### src/rtl/fetch_unit_pkg.sv
// Shared CPU definitions: ALU opcodes plus the fetch-stage state encoding and
// instruction-word constants.
package fetch_unit_pkg;

    localparam int unsigned INST_WIDTH = 16;

    // All-zero word decodes as a no-op, so a flushed slot has no side effects.
    localparam logic [INST_WIDTH-1:0] INST_NOP = 16'h0000;

    typedef enum logic [3:0] {
        AluAdd = 4'h0,
        AluSub = 4'h1,
        AluAnd = 4'h2,
        AluOr  = 4'h3,
        AluXor = 4'h4,
        AluShl = 4'h5,
        AluShr = 4'h6,
        AluSar = 4'h7,
        AluSlt = 4'h8,
        AluSltu = 4'h9,
        AluPass = 4'hA
    } alu_op_e;

    typedef enum logic [1:0] {
        FetchIdle    = 2'd0,
        FetchFetch   = 2'd1,
        FetchHold    = 2'd2,
        FetchDiscard = 2'd3
    } fetch_state_e;

endpackage

### src/rtl/fetch_unit.sv
// Instruction fetch stage: owns the PC, reads instruction memory over req/ack
// and hands one word at a time to decode over valid/ready.
module fetch_unit
    import fetch_unit_pkg::*;
#(
    parameter int unsigned           ADDR_WIDTH = 16,
    parameter logic [ADDR_WIDTH-1:0] RESET_PC   = '0
) (
    input  logic                  clk,
    input  logic                  rst_n,
    output logic                  mem_req,
    output logic [ADDR_WIDTH-1:0] mem_addr,
    input  logic                  mem_ack,
    input  logic [INST_WIDTH-1:0] mem_rdata,
    output logic [INST_WIDTH-1:0] inst,
    output logic [ADDR_WIDTH-1:0] inst_pc,
    output logic                  inst_valid,
    input  logic                  inst_ready,
    input  logic                  redirect,
    input  logic [ADDR_WIDTH-1:0] redirect_pc
);

    fetch_state_e state_q, state_d;

    logic [ADDR_WIDTH-1:0] pc_q, pc_d;
    logic [ADDR_WIDTH-1:0] pc_inc;
    logic [ADDR_WIDTH-1:0] mem_addr_q, mem_addr_d;
    logic [INST_WIDTH-1:0] inst_q, inst_d;
    logic [ADDR_WIDTH-1:0] inst_pc_q, inst_pc_d;
    logic                  inst_valid_q, inst_valid_d;

    assign pc_inc = pc_q + {{(ADDR_WIDTH-1){1'b0}}, 1'b1};

    always_ff @(posedge clk or negedge rst_n) begin
        if (!rst_n) begin
            state_q <= FetchIdle;
        end else begin
            state_q <= state_d;
        end
    end

    always_comb begin
        state_d = state_q;
        unique case (state_q)
            FetchIdle: begin
                state_d = FetchFetch;
            end
            FetchFetch: begin
                if (redirect) begin
                    // An unacked request cannot be withdrawn, so it must be drained.
                    state_d = mem_ack ? FetchFetch : FetchDiscard;
                end else if (mem_ack) begin
                    state_d = FetchHold;
                end
            end
            FetchHold: begin
                if (redirect || inst_ready) begin
                    state_d = FetchFetch;
                end
            end
            FetchDiscard: begin
                if (mem_ack) begin
                    state_d = FetchFetch;
                end
            end
            default: begin
                state_d = FetchIdle;
            end
        endcase
    end

    always_comb begin
        pc_d         = pc_q;
        mem_addr_d   = mem_addr_q;
        inst_d       = inst_q;
        inst_pc_d    = inst_pc_q;
        inst_valid_d = inst_valid_q;

        if (redirect) begin
            pc_d         = redirect_pc;
            inst_valid_d = 1'b0;
            inst_d       = INST_NOP;
        end else if (state_q == FetchFetch && mem_ack) begin
            inst_d       = mem_rdata;
            inst_pc_d    = pc_q;
            inst_valid_d = 1'b1;
            pc_d         = pc_inc;
        end else if (state_q == FetchHold && inst_ready) begin
            inst_valid_d = 1'b0;
        end

        // Every cycle spent in FETCH presents the current PC; DISCARD keeps the
        // address of the stale request until memory answers it.
        if (state_d == FetchFetch) begin
            mem_addr_d = pc_d;
        end
    end

    always_ff @(posedge clk or negedge rst_n) begin
        if (!rst_n) begin
            pc_q         <= RESET_PC;
            mem_addr_q   <= RESET_PC;
            inst_q       <= INST_NOP;
            inst_pc_q    <= RESET_PC;
            inst_valid_q <= 1'b0;
        end else begin
            pc_q         <= pc_d;
            mem_addr_q   <= mem_addr_d;
            inst_q       <= inst_d;
            inst_pc_q    <= inst_pc_d;
            inst_valid_q <= inst_valid_d;
        end
    end

    always_comb begin
        mem_req    = (state_q == FetchFetch) || (state_q == FetchDiscard);
        mem_addr   = mem_addr_q;
        inst       = inst_q;
        inst_pc    = inst_pc_q;
        inst_valid = inst_valid_q;
    end

endmodule

### config.mk
export PLATFORM = sky130hd
export DESIGN_NAME = fetch_unit
export DESIGN_NICKNAME = d
export VERILOG_FILES = /design/src/rtl/fetch_unit_pkg.sv /design/src/rtl/fetch_unit.sv
export SDC_FILE = /design/constraint.sdc
export NUM_CORES = 1
export LEC_CHECK = 0
export CAP_MARGIN = 20
export CORE_MARGIN = 5
export CORE_UTILIZATION = 25
export DETAILED_ROUTE_END_ITERATION = 16
export GPL_TIMING_DRIVEN = 1
export HOLD_SLACK_MARGIN = 0.05
export PLACE_DENSITY = 0.5
export RECOVER_POWER = 25
export SYNTH_ARGS = -nofsm -noshare
export SYNTH_HDL_FRONTEND = slang
export SYNTH_SLANG_ARGS = --single-unit
### constraint.sdc
create_clock -name clk -period 2.12 [get_ports clk]
set_input_delay 0.318 -clock clk [delete_from_list [all_inputs] [get_ports clk]]
set_output_delay 0.318 -clock clk [all_outputs]
set_load 0.02 [all_outputs]
=== Yosys cells after proc, flatten, opt, wreduce, memory -nomap -nowiden ===
Index checks and enable logic that the tools add are counted.

* Add/sub/neg operators: 1
* Multipliers: 0
* Divide/modulo/power cells: 0
* Order comparisons: 0
* Equal/unequal tests: 4
* Shift operators: 0
* Mux-type cells: 13
* Bitwise gates (word level): 1
* Reductions and logical operators: 8

{| class="wikitable"
|+ Operators with widths
! operator !! number
|-
| 16-bit two-way mux || 4
|-
| 16-bit by 1-bit adder with 16-bit output, second input constant || 1
|-
| 2-bit two-way mux || 5
|-
| 2-bit case mux with 4 select lines || 1
|-
| 2-bit by 1-bit == test with 1-bit output, second input constant || 2
|-
| 2-bit == test, second input constant || 2
|-
| 1-bit two-way mux || 3
|-
| 3-bit nonzero test || 1
|-
| 1-bit logical AND || 2
|-
| 2-bit logical NOT || 1
|-
| 1-bit logical OR || 2
|-
| 2-bit AND reduction || 1
|-
| 2-bit nonzero test || 1
|-
| 1-bit NOT || 1
|}

* Register bits after elaboration: 67
* Bits in latches: 0
* RAM bits: 0
* ROM bits: 0
* Input bits: 37
* Output and inout port bits: 50
* Word-level logic and storage cells: 33
* Memories kept: 0

=== Depth between registers and ports, before layout ===
* Word-level depth: 5
* Depth in mapped cells: 6

=== Worst setup path before layout ===
Ideal clock, no wire load.

* Kind: register to register
* From: register state_q[1]
* To: register inst_pc_q[10] (netlist: inst_pc[10])
* Library setup time: 0.125 ns
* Data arrival time: 1.627 ns
* Path slack: 0.369 ns
* Stages on the path, launching flop included: 6
* Buffers on the path: 2
* Clock period less this slack: 1.751 ns
* Cell sequence: dfrtp_1 > nand3b_1 > buf_2 > nor2_2 > buf_2 > mux2_2

* Longest elaborated chain between the ends: 3

{| class="wikitable"
|+ Ends and longest elaborated chain
! what !! RTL line !! source
|-
| start, declared || fetch_unit.sv:23 || <nowiki>fetch_state_e state_q, state_d;</nowiki>
|-
| start signal, assigned || fetch_unit.sv:36 || <nowiki>state_q <= FetchIdle;</nowiki>
|-
| start signal, assigned || fetch_unit.sv:38 || <nowiki>state_q <= state_d;</nowiki>
|-
| 2-bit by 1-bit == test with 1-bit output || fetch_unit.sv:83 || <nowiki>end else if (state_q == FetchFetch && mem_ack) begin</nowiki>
|-
| 1-bit logical AND || fetch_unit.sv:83 ||
|-
| 2-bit AND reduction (no source line) || -- ||
|-
| end signal, assigned || fetch_unit.sv:110 || <nowiki>inst_pc_q <= inst_pc_d;</nowiki>
|-
| end, declared || fetch_unit.sv:29 || <nowiki>logic [ADDR_WIDTH-1:0] inst_pc_q, inst_pc_d;</nowiki>
|}

No other way between the ends.
A chain may end at the register's enable or synchronous reset.

=== Worst setup path in the final report ===
* From: register pc_q[1]
* To: register mem_addr_q[4] (netlist: mem_addr[4])

* Longest elaborated chain between the ends: 3

{| class="wikitable"
|+ Ends and longest elaborated chain
! what !! RTL line !! source
|-
| start, declared || fetch_unit.sv:25 || <nowiki>logic [ADDR_WIDTH-1:0] pc_q, pc_d;</nowiki>
|-
| start signal, assigned || fetch_unit.sv:107 || <nowiki>pc_q <= pc_d;</nowiki>
|-
| 16-bit by 1-bit adder with 16-bit output || fetch_unit.sv:32 || <nowiki>assign pc_inc = pc_q + {{(ADDR_WIDTH-1){1'b0}}, 1'b1};</nowiki>
|-
| 16-bit two-way mux || fetch_unit.sv:83 ||
|-
| 16-bit two-way mux || fetch_unit.sv:79 || <nowiki>if (redirect) begin</nowiki>
|-
| named net pc_d[4] || fetch_unit.sv:25 ||
|-
| end signal, assigned || fetch_unit.sv:108 || <nowiki>mem_addr_q <= mem_addr_d;</nowiki>
|-
| end, declared || fetch_unit.sv:27 || <nowiki>logic [ADDR_WIDTH-1:0] mem_addr_q, mem_addr_d;</nowiki>
|}

The timed path passes the listed nets, and every way through them passes these cells.

==> reports/summary.txt <==
Critical path type -> reg -> reg
Int Pwr -> 3.071 mW
Max Fclk -> 531.2 MHz
HP Class -> reg -> reg
Slew margin rel. -> 38.48%
Dominant synthesized flop cell -> dfrtp_1
Crit Path Max Fanout -> 7
Clock skew -> 5.114 ps
Clock root buffer -> clkbuf_16
Share of the yosys chip area belonging to registers -> 55.65%
Initial core utilization -> 25.29%
Minimum period implied by the final worst setup slack -> 1882 ps
Synth warn -> 0
Post-DP HPWL -> 6.231 mm
Hold depth -> 1
Final max-slew violation count -> 0
Worst Max-Slew Pin Slew -> 922.9 ps
Antenna Cells -> 0
Worst setup margin -> 237.5 ps
Top post-synthesis cells by area -> dfrtp_1 (56%), mux2_2 (9.3%), nand2_1 (5.5%)
Switch share -> 29.54%
Area leader, netlist -> dfrtp_1
Worst setup EP type -> flop
Number of global-route vias before repair -> 2,542
Die area -> 14,350 um^2
Worst path required time -> 2390 ps
FP Rows -> 40
Top cell type's share of synthesized area -> 55.65%
EDFF count, synth -> 0
Ports -> 87
Cts bufs inserted -> 9
Cts-stage hold buffer count -> 1
Post-CTS Setup Inserts -> 0
Inst Count DP -> 517
ANT nets after route -> 0
TritonCTS clock tree -> built
Pin count of the biggest net entering global routing -> 68
First-pass GRT wire length -> 13.76 mm
Wire per inst -> 15.78 um
P_leak -> 1.803 nW
Synthesized area -> 3013 um^2
Yosys reg bits -> 67
GPL Wtd Cong -> 0.8137
RSZ-0062 raised after global routing -> no
Drt first pass iters -> 4
Sequential power share -> 38.3%
Total GRT Usage -> 12.11%
H-tree levels -> 3
Status -> finished, final reports clean
Critical Path Start Type -> flop
Min Hold Slack -> 504.0 ps
Detailed-route DRC error count -> 0
Grt ovf -> 0
DR vias/cell -> 4.730
Layout cells sized above 1 -> 18.35%
Post-synthesis cell count -> 278
Nets -> 420
Non-filler cells, final -> 534
CP Data Arrival Time -> 2150 ps
NetSw -> 1.288 mW
Most numerous cell in the Yosys netlist -> dfrtp_1
Share of power burned in the clock network -> 33.7%
Syn Area/Cell -> 10.84 um^2
Clock transition at path regs -> 60 ps
Syn_nets -> 316
# resized after CTS -> 0
Synth cell types -> 45
Fin Setup TNS -> 0 ps
Die Span X -> 119.8 um
Peak VDD IR -> 0.3978 mV
Initial antenna violation count -> 0
Period Utilization, post-route -> 88.80%
Post-Route WL -> 8.429 mm
Pre-CTS WS -> -89.43 ps
Core ar. -> 11,910 um^2
Top cells by count, synth -> dfrtp_1 (67), nand2_1 (44), mux2_2 (25), a21oi_1 (20), o21ai_0 (16)
PwrDens -> 978.0 nW/um^2
Clock Sinks -> 67
IO Port Bufs -> 86
Comb pwr share -> 28.0%
Initial DRC count -> 178
Clk_lat worst skew -> 330 ps
Path depth of the worst reg2reg path -> 6
Max-capacitance violation count -> 0
Final hold vios -> 0
Layout area overhead -> 47.92%
Clock Path Buffers -> 2
Final Setup Violations -> 0
Post-synth ARST share -> 100.0%
Die Height -> 119.8 um
Vias -> 2,526
## path summary, 6_finish.rpt
path / from / to / slack, ps
min in group asynchronous: rst_n / inst[15] / 780
hold reg to reg: inst_pc[0] / inst_pc[0] / 500
setup reg to reg: pc_q[1] / mem_addr[4] / 240
hold / removal: inst_pc[0] / inst_pc[0] / 500
setup / recovery: pc_q[1] / mem_addr[4] / 240
max in group asynchronous: rst_n / mem_addr[13] / 750
## cells in the final DEF, fill, tap and decap left out, types with 2 or more instances in the layout
cell             synthesis  routed
clkdlybuf4s50_1          0      85
dfrtp_1                 67      67
nand2_1                 44      44
mux2_2                  25      25
a21oi_1                 20      20
buf_4                    0      19
o21ai_0                 16      16
nor2_1                  11      11
clkbuf_16                0       9
nand3_1                  8       8
inv_1                    6       6
nand4_1                  6       6
a31oi_1                  6       6
or4_1                    5       5
xnor2_1                  5       5
o211ai_1                 4       4
nor2b_1                  3       3
o31ai_1                  3       3
or3_1                    3       3
o221ai_1                 3       3
clkinv_2                 0       3
or3b_2                   2       2
nor2_2                   2       2
nor4_1                   2       2
mux2i_1                  2       2
## power by group through the flow
stage	Combinational (mW)	Sequential (mW)	Clock (mW)
final	1.22	1.67	1.47
after global routing	1.32	1.70	1.57
after CTS	1.25	1.68	1.52
after detailed placement	1.24	1.69	0
after global placement	1.24	1.69	0
after floorplan	0.376	1.89	0
## cell families after synthesis
kind of cell / after synthesis / share of synthesized area (%)
buffers and inverters: 22 / 3.239
xor gates and xnor gates: 6 / 1.744
and+or+nand+nor: 97 / 17.11
muxes: 27 / 10.01
adders and majority gates: 1 / 0.4152
AOI/OAI and AO/OA: 58 / 11.84
DFF: 67 / 55.65
## critical path, stage by stage, from the launching register on
cell     delay (ps)
dfrtp_1         410
ha_1            240
inv_1            70
buf_4           160
or4_1           460
a31oi_1         280
mux2_2          200
## area by class of cell
cell class,count,area [um^2]
Fill cell,1209,7455
Sequential cell,67,1677
Multi-Input combinational cell,189,1239
Timing Repair Buffer,108,1036
Clock buffer,11,242.7
Tap cell,147,183.9
Clock inverter,5,52.55
Inverter,7,26.28
## registers in the layout, indices dropped and copies added (netlist names)
register and count:
mem_addr 16, state_q 2, inst_pc 16, inst_valid 1
pc_q 16, inst 16
## stage by stage
step	utilization (%)	power, mW	cell area (um^2)
final	37.42	4.359	4457
after global routing	37.42	4.588	4457
after CTS	37.52	4.444	4469
after detailed placement	34.96	2.935	4164
after global placement	34.96	2.930	4164
after floorplan	-	2.265	3013
## layer usage
metal / vias to the layer above / routed length (um) / track usage [%]
met5: - / 0 / 0
met3: 13 / 666 / 4.713
met2: 86 / 3600 / 17.66
li1: 1210 / - / -
met1: 1217 / 4010 / 16.49
met4: 0 / 151 / 3.865
No activity file was read; power rests on OpenSTA's default activity.
